--- src/rtl/micro_sequencer_if.sv ---
// micro_sequencer_if: select/address inputs and registered sequencer outputs
interface micro_sequencer_if #(parameter int AW = 8);
   logic          M0;
   logic          M1;
   logic [AW-1:0] enc_addr;
   logic [AW-1:0] pipe_addr;
   logic          moc_wait;
   logic [AW-1:0] state;
   logic [AW-1:0] inc_state;
   logic [1:0]    sel_q;
   logic [3:0]    hold_cnt;
   logic          timeout;
   modport master (
      output M0, M1, enc_addr, pipe_addr, moc_wait,
      input  state, inc_state, sel_q, hold_cnt, timeout
   );
   modport slave (
      input  M0, M1, enc_addr, pipe_addr, moc_wait,
      output state, inc_state, sel_q, hold_cnt, timeout
   );
endinterface

--- src/rtl/micro_sequencer.sv ---
// micro_sequencer: microaddress register with 4-way next-address select, memory-wait hold and stuck timeout
module micro_sequencer #(
   parameter int AW         = 8,
   parameter int RESET_ADDR = 0,
   parameter int FETCH_ADDR = 1,
   parameter int TIMEOUT    = 15
) (
   input logic              clk,
   input logic              reset,
   micro_sequencer_if.slave bus
);
   localparam logic [AW-1:0] RST_A   = AW'(RESET_ADDR);
   localparam logic [AW-1:0] FETCH_A = AW'(FETCH_ADDR);
   logic [1:0]    sel;
   logic [AW-1:0] nxt_addr;
   logic [3:0]    hold_nxt;
   logic          hit;
   always_comb begin
      sel      = {bus.M1, bus.M0};
      nxt_addr = sel == 2'b00 ? bus.enc_addr :
                 sel == 2'b01 ? FETCH_A :
                 sel == 2'b10 ? bus.pipe_addr : bus.inc_state;
      hold_nxt = !bus.moc_wait ? 4'd0 :
                 bus.hold_cnt == 4'hF ? bus.hold_cnt : bus.hold_cnt + 4'd1;
      hit      = bus.moc_wait && int'(hold_nxt) == TIMEOUT;
   end
   always_ff @(posedge clk) begin
      if (reset) begin
         bus.state     <= RST_A;
         bus.inc_state <= RST_A + AW'(1);
         bus.sel_q     <= 2'b00;
         bus.hold_cnt  <= 4'd0;
         bus.timeout   <= 1'b0;
      end else begin
         bus.hold_cnt <= hold_nxt;
         if (hit) bus.timeout <= 1'b1;
         if (!bus.moc_wait) begin
            bus.state     <= nxt_addr;
            bus.inc_state <= nxt_addr + AW'(1);
            bus.sel_q     <= sel;
         end
      end
   end
endmodule

--- src/flat_wrapper.sv ---
// flat-port wrapper written by rule: the top's interface ports become plain ports
module micro_sequencer_flat 
#(
   parameter int AW         = 8,
   parameter int RESET_ADDR = 0,
   parameter int FETCH_ADDR = 1,
   parameter int TIMEOUT    = 15
)
  (clk, reset, bus_M0, bus_M1, bus_enc_addr, bus_pipe_addr, bus_moc_wait, bus_state, bus_inc_state, bus_sel_q, bus_hold_cnt, bus_timeout);
  micro_sequencer_if #(.AW(AW)) bus_i ();
  input logic clk;
  input logic reset;
  input wire logic [$bits(bus_i.M0)-1:0] bus_M0;
  input wire logic [$bits(bus_i.M1)-1:0] bus_M1;
  input wire logic [$bits(bus_i.enc_addr)-1:0] bus_enc_addr;
  input wire logic [$bits(bus_i.pipe_addr)-1:0] bus_pipe_addr;
  input wire logic [$bits(bus_i.moc_wait)-1:0] bus_moc_wait;
  output wire logic [$bits(bus_i.state)-1:0] bus_state;
  output wire logic [$bits(bus_i.inc_state)-1:0] bus_inc_state;
  output wire logic [$bits(bus_i.sel_q)-1:0] bus_sel_q;
  output wire logic [$bits(bus_i.hold_cnt)-1:0] bus_hold_cnt;
  output wire logic [$bits(bus_i.timeout)-1:0] bus_timeout;
  assign bus_i.M0 = bus_M0;
  assign bus_i.M1 = bus_M1;
  assign bus_i.enc_addr = bus_enc_addr;
  assign bus_i.pipe_addr = bus_pipe_addr;
  assign bus_i.moc_wait = bus_moc_wait;
  assign bus_state = bus_i.state;
  assign bus_inc_state = bus_i.inc_state;
  assign bus_sel_q = bus_i.sel_q;
  assign bus_hold_cnt = bus_i.hold_cnt;
  assign bus_timeout = bus_i.timeout;
  micro_sequencer #(.AW(AW), .RESET_ADDR(RESET_ADDR), .FETCH_ADDR(FETCH_ADDR), .TIMEOUT(TIMEOUT)) u_core (.clk(clk), .reset(reset), .bus(bus_i));
endmodule
--- config.mk ---
export PLATFORM = sky130hd
export DESIGN_NAME = micro_sequencer_flat
export DESIGN_NICKNAME = d
export VERILOG_FILES = /design/src/rtl/micro_sequencer_if.sv /design/src/rtl/micro_sequencer.sv /design/src/flat_wrapper.sv
export SDC_FILE = /design/constraint.sdc
export NUM_CORES = 1
export LEC_CHECK = 0
export BUFFER_PORTS_ARGS = -buffer_cell sky130_fd_sc_hd__clkbuf_2
export CAP_MARGIN = 20
export CORE_MARGIN = 5
export CORE_UTILIZATION = 48
export DETAILED_ROUTE_END_ITERATION = 16
export GPL_TIMING_DRIVEN = 0
export HOLD_SLACK_MARGIN = 0.12
export PLACE_DENSITY_LB_ADDON = 0.25
export SYNTH_ARGS = -nofsm -noshare
export SYNTH_HDL_FRONTEND = slang
export SYNTH_SLANG_ARGS = --single-unit
--- constraint.sdc ---
create_clock -name clk -period 2.8 [get_ports clk]
set_clock_uncertainty 0.15 [all_clocks]
set_input_delay 0.56 -clock clk [delete_from_list [all_inputs] [get_ports clk]]
set_output_delay 0.56 -clock clk [all_outputs]
set_load 0.05 [all_outputs]
======== After elaboration in Yosys (flattened, before gate mapping) ========
Cells that the tools add are included.
word-level totals
  bits in registers ....................... 23
  input bits .............................. 21
  output and inout bits ................... 23
  word-level logic and storage cells ...... 18
cells by class
  $add $sub $neg .......................... 2
  equality and inequality tests ........... 4
  multiplexer cells ....................... 5
  reductions and logical operators ........ 2
operator list
  kind                 number
  $mux 8               3
  $add 8x1->8 const B  1
  $mux 4               2
  $add 4x1->4 const B  1
  $eq 4x1->1 const B   1
  $eq 4x4->1 const B   1
  $eq 2x1->1 const B   1
  $eq 2x2->1 const B   1
  $logic_not 2->1      1
  $logic_and 1x1->1    1

======== Depth between registers and ports, before layout ========
Gate-level depths: netlist of run 1.
  word-level depth ........................ 5
  gate-level depth with buffers ........... 7
  gate-level depth less buffers ........... 6

======== Worst setup path before layout of run 1 ========
OpenSTA, ideal clock, no wires.
  path type ............................... input to register
  start ................................... in bus_M1
  end ..................................... reg u_core.bus.inc_state[6]
  library setup time ...................... 0.079 ns
  arrival time ............................ 1.947 ns
  setup slack ............................. 0.624 ns
  stages on the path ...................... 7
  path buffers ............................ 1
  cells stage by stage .................... buf_6 mux2_2 a2bb2oi_2 ha_1 inv_1 or4_1 o211ai_1
on the way
  longest elaborated chain between the ends .. 5
  elaborated cells between the ends (all ways) .. 7
ends and longest elaborated chain
  what                          line                      source
  start, declared               flat_wrapper.sv:14        input wire logic [$bits(bus_i.M1)-1:0] bus_M1;
  $eq 2x2->1                    micro_sequencer.sv:22     sel == 2'b10 ? bus.pipe_addr : bus.inc_state;
  $mux 8                        micro_sequencer.sv:22
  $mux 8                        micro_sequencer.sv:21     sel == 2'b01 ? FETCH_A :
  $mux 8 (*)                    micro_sequencer.sv:20     nxt_addr = sel == 2'b00 ? bus.enc_addr :
  named net u_core.nxt_addr[0]  micro_sequencer.sv:15     logic [AW-1:0] nxt_addr;
  $add 8x1->8 (*)               micro_sequencer.sv:39     bus.inc_state <= nxt_addr + AW'(1);
  end signal, assigned          micro_sequencer.sv:30     bus.inc_state <= RST_A + AW'(1);
  end signal, assigned          micro_sequencer.sv:39
  end, declared                 micro_sequencer_if.sv:19  output state, inc_state, sel_q, hold_cnt, timeout
The timed path passes the listed nets; every way through them passes the cells marked *.
A chain may end at the register's enable or synchronous reset.

======== Worst setup path after layout of run 1 ========
  start ................................... in bus_M0
  end ..................................... reg u_core.bus.inc_state[6]
on the way
  longest elaborated chain between the ends .. 5
  elaborated cells between the ends (all ways) .. 7
ends and longest elaborated chain
  what                          line                   source
  start, declared               flat_wrapper.sv:13     input wire logic [$bits(bus_i.M0)-1:0] bus_M0;
  $eq 2x2->1                    micro_sequencer.sv:22
  $mux 8                        micro_sequencer.sv:22
  $mux 8                        micro_sequencer.sv:21
  $mux 8 (*)                    micro_sequencer.sv:20
  named net u_core.nxt_addr[0]  micro_sequencer.sv:15
  $add 8x1->8 (*)               micro_sequencer.sv:39
Marked as above.

==> results of run 1 <==
sequential cells by signal, indices dropped and copies added, names as in the netlist:
signal and flops:
u_core.bus.hold_cnt 4, u_core.bus.inc_state 8, u_core.bus.sel_q 2, u_core.bus.state 8, u_core.bus.timeout 1
how the worst min path moves through the flow:
stage                                   start  slack, ns             endpoint  cells past startpoint
final                     u_core.bus.state[0]       0.33  u_core.bus.state[0]                      2
after global routing      u_core.bus.state[0]       0.35  u_core.bus.state[0]                      2
after CTS                 u_core.bus.state[0]       0.33  u_core.bus.state[0]                      2
after detailed placement  u_core.bus.state[0]       0.31  u_core.bus.state[0]                      2
after global placement    u_core.bus.state[0]       0.30  u_core.bus.state[0]                      2
after floorplan            u_core.bus.timeout       0.54   u_core.bus.timeout                      2
cells by family (layout without fill, tap and decap cells):
kind of cell / Yosys count / in the layout / share of synthesized area (%)
AO/OA/AOI/OAI: 26 / 26 / 19.15
XOR/XNOR: 3 / 3 / 2.139
adder cells (fa/ha/maj): 2 / 2 / 2.036
buffers and inverters: 11 / 58 / 5.092
flip-flops: 23 / 23 / 37.47
multiplexers: 16 / 16 / 13.24
AND/OR/NAND/NOR: 53 / 53 / 20.88
critical path, stage by stage:
cell	delay (ns)
clkbuf_2	0.11
and2_2	0.17
buf_4	0.18
a2bb2oi_2	0.26
ha_1	0.25
inv_1	0.07
or4_1	0.52
o211ai_1	0.09
power breakdown:
group	internal (mW)	total, mW	switching, mW
clock network	0.0558	0.154	0.0980
logic	0.0656	0.193	0.128
registers	0.344	0.357	0.0132
total	0.466	0.705	0.239
cell type report:
class	instances	area (um^2)
plain buffers	8	51.30
clock buffers	4	26.28
fillers	226	947.2
inverters	3	11.26
multi-input cells	100	705.7
flip-flops and latches	23	460.4
well taps	30	37.54
repair buffers	43	215.2
per-layer routing:
layer	global-route usage [%]	vias up	part of all wire (%)
met1	19.69	536	41
met2	31.30	45	50
li1	-	573	-
met4	9.907	0	2.0
met3	2.340	4	7.2
met5	0	-	0
cell usage in the layout, fill, tap and decap left out, drive strengths merged:
cell,count
nand3,6
or2b,1
o211ai,5
o2bb2ai,5
nor3b,2
nand4b,1
nor3,3
a31oi,2
nor2b,2
xnor2,2
and2,1
mux2,2
a21o,1
or4,2
o21ai,2
nand2b,1
o32ai,1
mux2i,14
o221ai,1
or3,1
xor2,1
o311ai,1
buf,4
nand2,14
inv,3
dfxtp,23
nor2,18
clkbuf,51
a21oi,3
ha,2
a2bb2oi,3
or2,1
o22ai,2
==> out/metrics.cfg, run 1 <==
[run_status]
status = finished clean

[die]
die_w_um = 60.60
rows = 18
coreArea_mm2 = 0.002455
initial_core_util_pct = 50.05
io_pins = 44
dieArea_mm2 = 0.003672
die_h_um = 60.60

[detailed_routing]
drtIter0Drc = 32
wl_um = 2969
postRouteAntennaNets = 0
drc = 0
drtPass1Iterations = 5
vias_per_cell = 5.488
wl_per_cell_um = 14.07
vias = 1158

[timing]
period_needed_ns = 2.114
rsz0062_at_grt = no
setup_ws_ns = 0.6860
setup_violations = 0
finalCritPeriodShare_pct = 75.50
drv_slew = 0
worst_slew_pin_slew_ns = 0.6689
tns_ns = 0
hold_violations = 0
whs_ns = 0.3262
maxSlewHeadroom_pct = 55.41
fmax_mhz = 473.0

[critical_path]
critPathLaunch = bus_M0
reg2reg_to = u_core.bus.inc_state[6]
critPathCapture = u_core.bus.inc_state[6]
required_ns = 2.90
worst-path-max-fanout = 8
worst-setup-path-type = in2reg
worstSetupEndpointType = flop
cp_data_arrival_time_ns = 2.21
start_kind = input pin
worstReg2RegStart = u_core.bus.inc_state[0]
ff2ff_path_depth = 6
ff2ff_setup_slack_ns = 0.99

[finish]
fin_area_mm2 = 0.001508
nets = 205
area_growth_syn_to_layout_pct = 22.71
fin_util_pct = 61.42
diodes = 0
instances_no_fill = 211
drive_gt1_share_pct = 32.60

[clocking]
cts_resized = 0
root_buffer = clkbuf_4
hold_buffers = 0
clock_sinks = 23
clockBufferDepth = 2
clk_transition_reported_paths_ns = 0.12
h-tree-depth = 1
cts_buffers = 3
postCtsSetupRepairBufs = 0
clock_latency_ns = 0.31
cts_tree = done

[synth]
synth_cells = 134
synth-seq-cells = 23
synth_largest_area_cell = dfxtp_1
avgSynthCellArea_um2 = 9.169
synthTopCellsByCount = dfxtp_1, nor2_1, mux2i_1, nand2_1, nand3_1
synth_flop_cell = dfxtp_1
syn_nets = 157
yosysMostFrequentCell = dfxtp_1
yosysSeqAreaShare_pct = 37.47
synthArstFlopShare_pct = 0
yosys-top-cells-area = dfxtp_1, mux2i_1, nor2_1
synth_edf_count = 0
synth_top_area_share_pct = 37.47
yosysWarnings = 0
yosysUniqueCellTypes = 39
netlist_area_mm2 = 0.001229

[grt]
grt_usage_pct = 17.47
grt_pass1_wl_um = 4705
grt_pass1_vias = 1116
grt_max_degree = 13
gr-total-overflow = 0
grt_antenna_before_repair = 0

[pwr]
ir_worst_vdd_uv = 295.3
p_per_area_mw_per_mm2 = 467.3
p_total_mw = 0.7046
cellLeakagePower_nw = 0.6853

[place]
finalWeightedCongestion = 0.8876
dpl_cell_area_mm2 = 0.001481
dp_slack_ns = 0.3689
hpwl_um = 2359
portBuffers = 43
placed_cells = 207

[hold_path]
hp-class = reg2reg

[run]
max_cap_violations = 0

Note: power is estimated with default switching activity, not from simulation.
==> run 2, diff against run 1 <==
ABC_AREA = 1   (was default)
CORE_UTILIZATION = 49   (was 48)
clock period = 1.95 ns   (was 2.8 ns; I/O delays follow)
==> run 2 against run 1 <==
Register-to-register slack worse by 0.73 ns; non-clock buffer count shrank 6; clock power grew 38%; sequential cell count unchanged; global-route usage decreased by 0.67 points.
==> out/metrics.cfg, run 2 <==
[grt]
grt_antenna_before_repair = 0
gr-total-overflow = 0
grt_pass1_wl_um = 4740
grt_pass1_vias = 1142
grt_usage_pct = 16.80
grt_max_degree = 13

[timing]
maxSlewHeadroom_pct = 67.49
setup_violations = 0
fmax_mhz = 587.4
tns_ns = 0
hold_violations = 0
finalCritPeriodShare_pct = 87.30
worst_slew_pin_slew_ns = 0.4858
period_needed_ns = 1.702
drv_slew = 0
rsz0062_at_grt = no

[synth]
netlist_area_mm2 = 0.001310
yosysSeqAreaShare_pct = 35.15
synth_fa_ha_area_share_pct = 1.910
synthMuxAreaShare_pct = 0
synth_largest_area_cell = dfxtp_1
yosysUniqueCellTypes = 35
yosysMostFrequentCell = nand2_1
yosys-top-cells-area = dfxtp_1, nand2_1, inv_1
synth_cells = 185
synth_edf_count = 0
synth_flop_cell = dfxtp_1
synth_top_area_share_pct = 35.15
synthXorXnorAreaFrac_pct = 0
synthTopCellsByCount = nand2_1, inv_1, dfxtp_1
synth_top_family_by_area = simple AND/OR/NAND/NOR gates
synthArstFlopShare_pct = 0
synth-seq-cells = 23
yosys.area_share.simple_pct = 40.50
yosysWarnings = 0
syn_nets = 208
synth-compound-area-share_pct = 10.89
avgSynthCellArea_um2 = 7.081

[place]
finalWeightedCongestion = 0.8206
hpwl_um = 2271
portBuffers = 41

[detailed_routing]
drc = 0
drtPass1Iterations = 4
wl_um = 2839
wl_per_cell_um = 10.92
postRouteAntennaNets = 0
drtIter0Drc = 50
vias = 1246
vias_per_cell = 4.792

[clocking]
hold_buffers = 0
cts_tree = done
cts_buffers = 3
clockBufferDepth = 2
cts_resized = 0
clock_latency_ns = 0.30
postCtsSetupRepairBufs = 0
h-tree-depth = 1
root_buffer = clkbuf_4
clk_transition_reported_paths_ns = 0.12
clock_sinks = 23

[die]
die_w_um = 61.71
dieArea_mm2 = 0.003808
initial_core_util_pct = 51.93
die_h_um = 61.71
coreArea_mm2 = 0.002522
rows = 18
io_pins = 44

[finish]
layout_commonest_cell = nand2_1
top_regs = u_core.bus.inc_state: 8 flops, u_core.bus.state: 8 flops, u_core.bus.hold_cnt: 4 flops
area_growth_syn_to_layout_pct = 20.53
fillCellCount = 259
final_cell_mix = nand2_1, clkbuf_2, inv_1
diodes = 0
drive_gt1_share_pct = 29.13
nets = 254

[run_status]
status = finished clean

[pwr]
p_total_mw = 1.032
p_per_area_mw_per_mm2 = 653.8
cellLeakagePower_nw = 0.8529
ir_worst_vdd_uv = 445.9

[critical_path]
worstReg2RegStart = u_core.bus.inc_state[1]
critPathCapture = u_core.bus.inc_state[6]
critPathLaunch = bus_M0
required_ns = 2.06
reg2reg_to = u_core.bus.inc_state[6]
worst-setup-path-type = in2reg
cp_data_arrival_time_ns = 1.81
worst-path-max-fanout = 10
start_kind = input pin
ff2ff_path_depth = 11
worstSetupEndpointType = flop
ff2ff_setup_slack_ns = 0.26

[hold_path]
hp-class = in2reg
hold_start = reset

[run]
max_cap_violations = 0

## run 2: changes by cell type in the layout (fill, tap and decap cells not counted), moves of 3 or more
cell	delta
mux2i_1	-14
inv_1	+22
o21ai_0	+7
nand4_1	+3
nor2_1	-6
nor2_2	+3
nand2_1	+47
o211ai_1	-4
o21ai_1	+3
## run 2: critical path: stages
cell and delay [ns]:
clkbuf_2 0.11, buf_6 0.16, inv_8 0.08, nand2_8 0.05
inv_2 0.07, nand2_1 0.06, nand2_2 0.11, ha_1 0.18
nand4_1 0.12, inv_1 0.11, nand2_1 0.09, o21ai_1 0.12
nand3_1 0.08, nand2_1 0.07
## run 2: cells by family after synthesis
kind of cell,after synthesis
AO/OA/AOI/OAI,23
buffers and inverters,33
AND/OR/NAND/NOR,104
flip-flops,23
adder cells (fa/ha/maj),2
## run 2: cell type report
cell class                      count  area [um^2]  share of cell area (%)
Timing Repair Buffer               41        205.2                   13.00
Multi-Input combinational cell    129        698.2                   44.22
Clock buffer                        4        26.28                   1.664
Buffer                              4        33.78                   2.139
Tap cell                           30        37.54                   2.377
Inverter                           29        117.6                   7.449
Sequential cell                    23        460.4                   29.16
## run 2: worst min-delay path by stage
| stage | endpoint | cells past startpoint |
|---|---|---|
| floorplan | u_core.bus.state[3] | 1 |
| global placement | u_core.bus.sel_q[0] | 2 |
| detailed placement | u_core.bus.sel_q[1] | 2 |
| CTS | u_core.bus.state[3] | 2 |
| global route | u_core.bus.state[3] | 2 |
| finish | u_core.bus.state[3] | 2 |
## run 2: where the power goes
part	total (mW)	switching (mW)	leakage, nW	internal [mW]
sequential	0.514	0.0173	0.189	0.497
combinational	0.306	0.217	0.649	0.0890
clock	0.212	0.132	0.0150	0.0798
total	1.03	0.366	0.853	0.666
## run 2: layer usage
| layer | vias to the layer above | track usage [%] | routed length, um |
|---|---|---|---|
| met5 | - | 0 | 0 |
| met4 | 0 | 6.364 | 31 |
| met3 | 5 | 3.099 | 178 |
| met2 | 32 | 29.00 | 1342 |
| met1 | 538 | 20.74 | 1287 |
| li1 | 671 | - | - |
## run 2: metrics by stage
step                      area [um^2]  setup slack [ns]  std cells  util, %  hold slack [ns]
final                            1579            0.2477        260    62.60           0.1779
after global routing             1579           0.04851        260    62.60           0.1715
after CTS                        1579            0.2516        260    62.60           0.1643
after detailed placement         1553          -0.06609        256    61.56           0.2953
after global placement           1553          -0.05968        256    61.56           0.2863
after floorplan                  1310           0.06879        185        -           0.3091
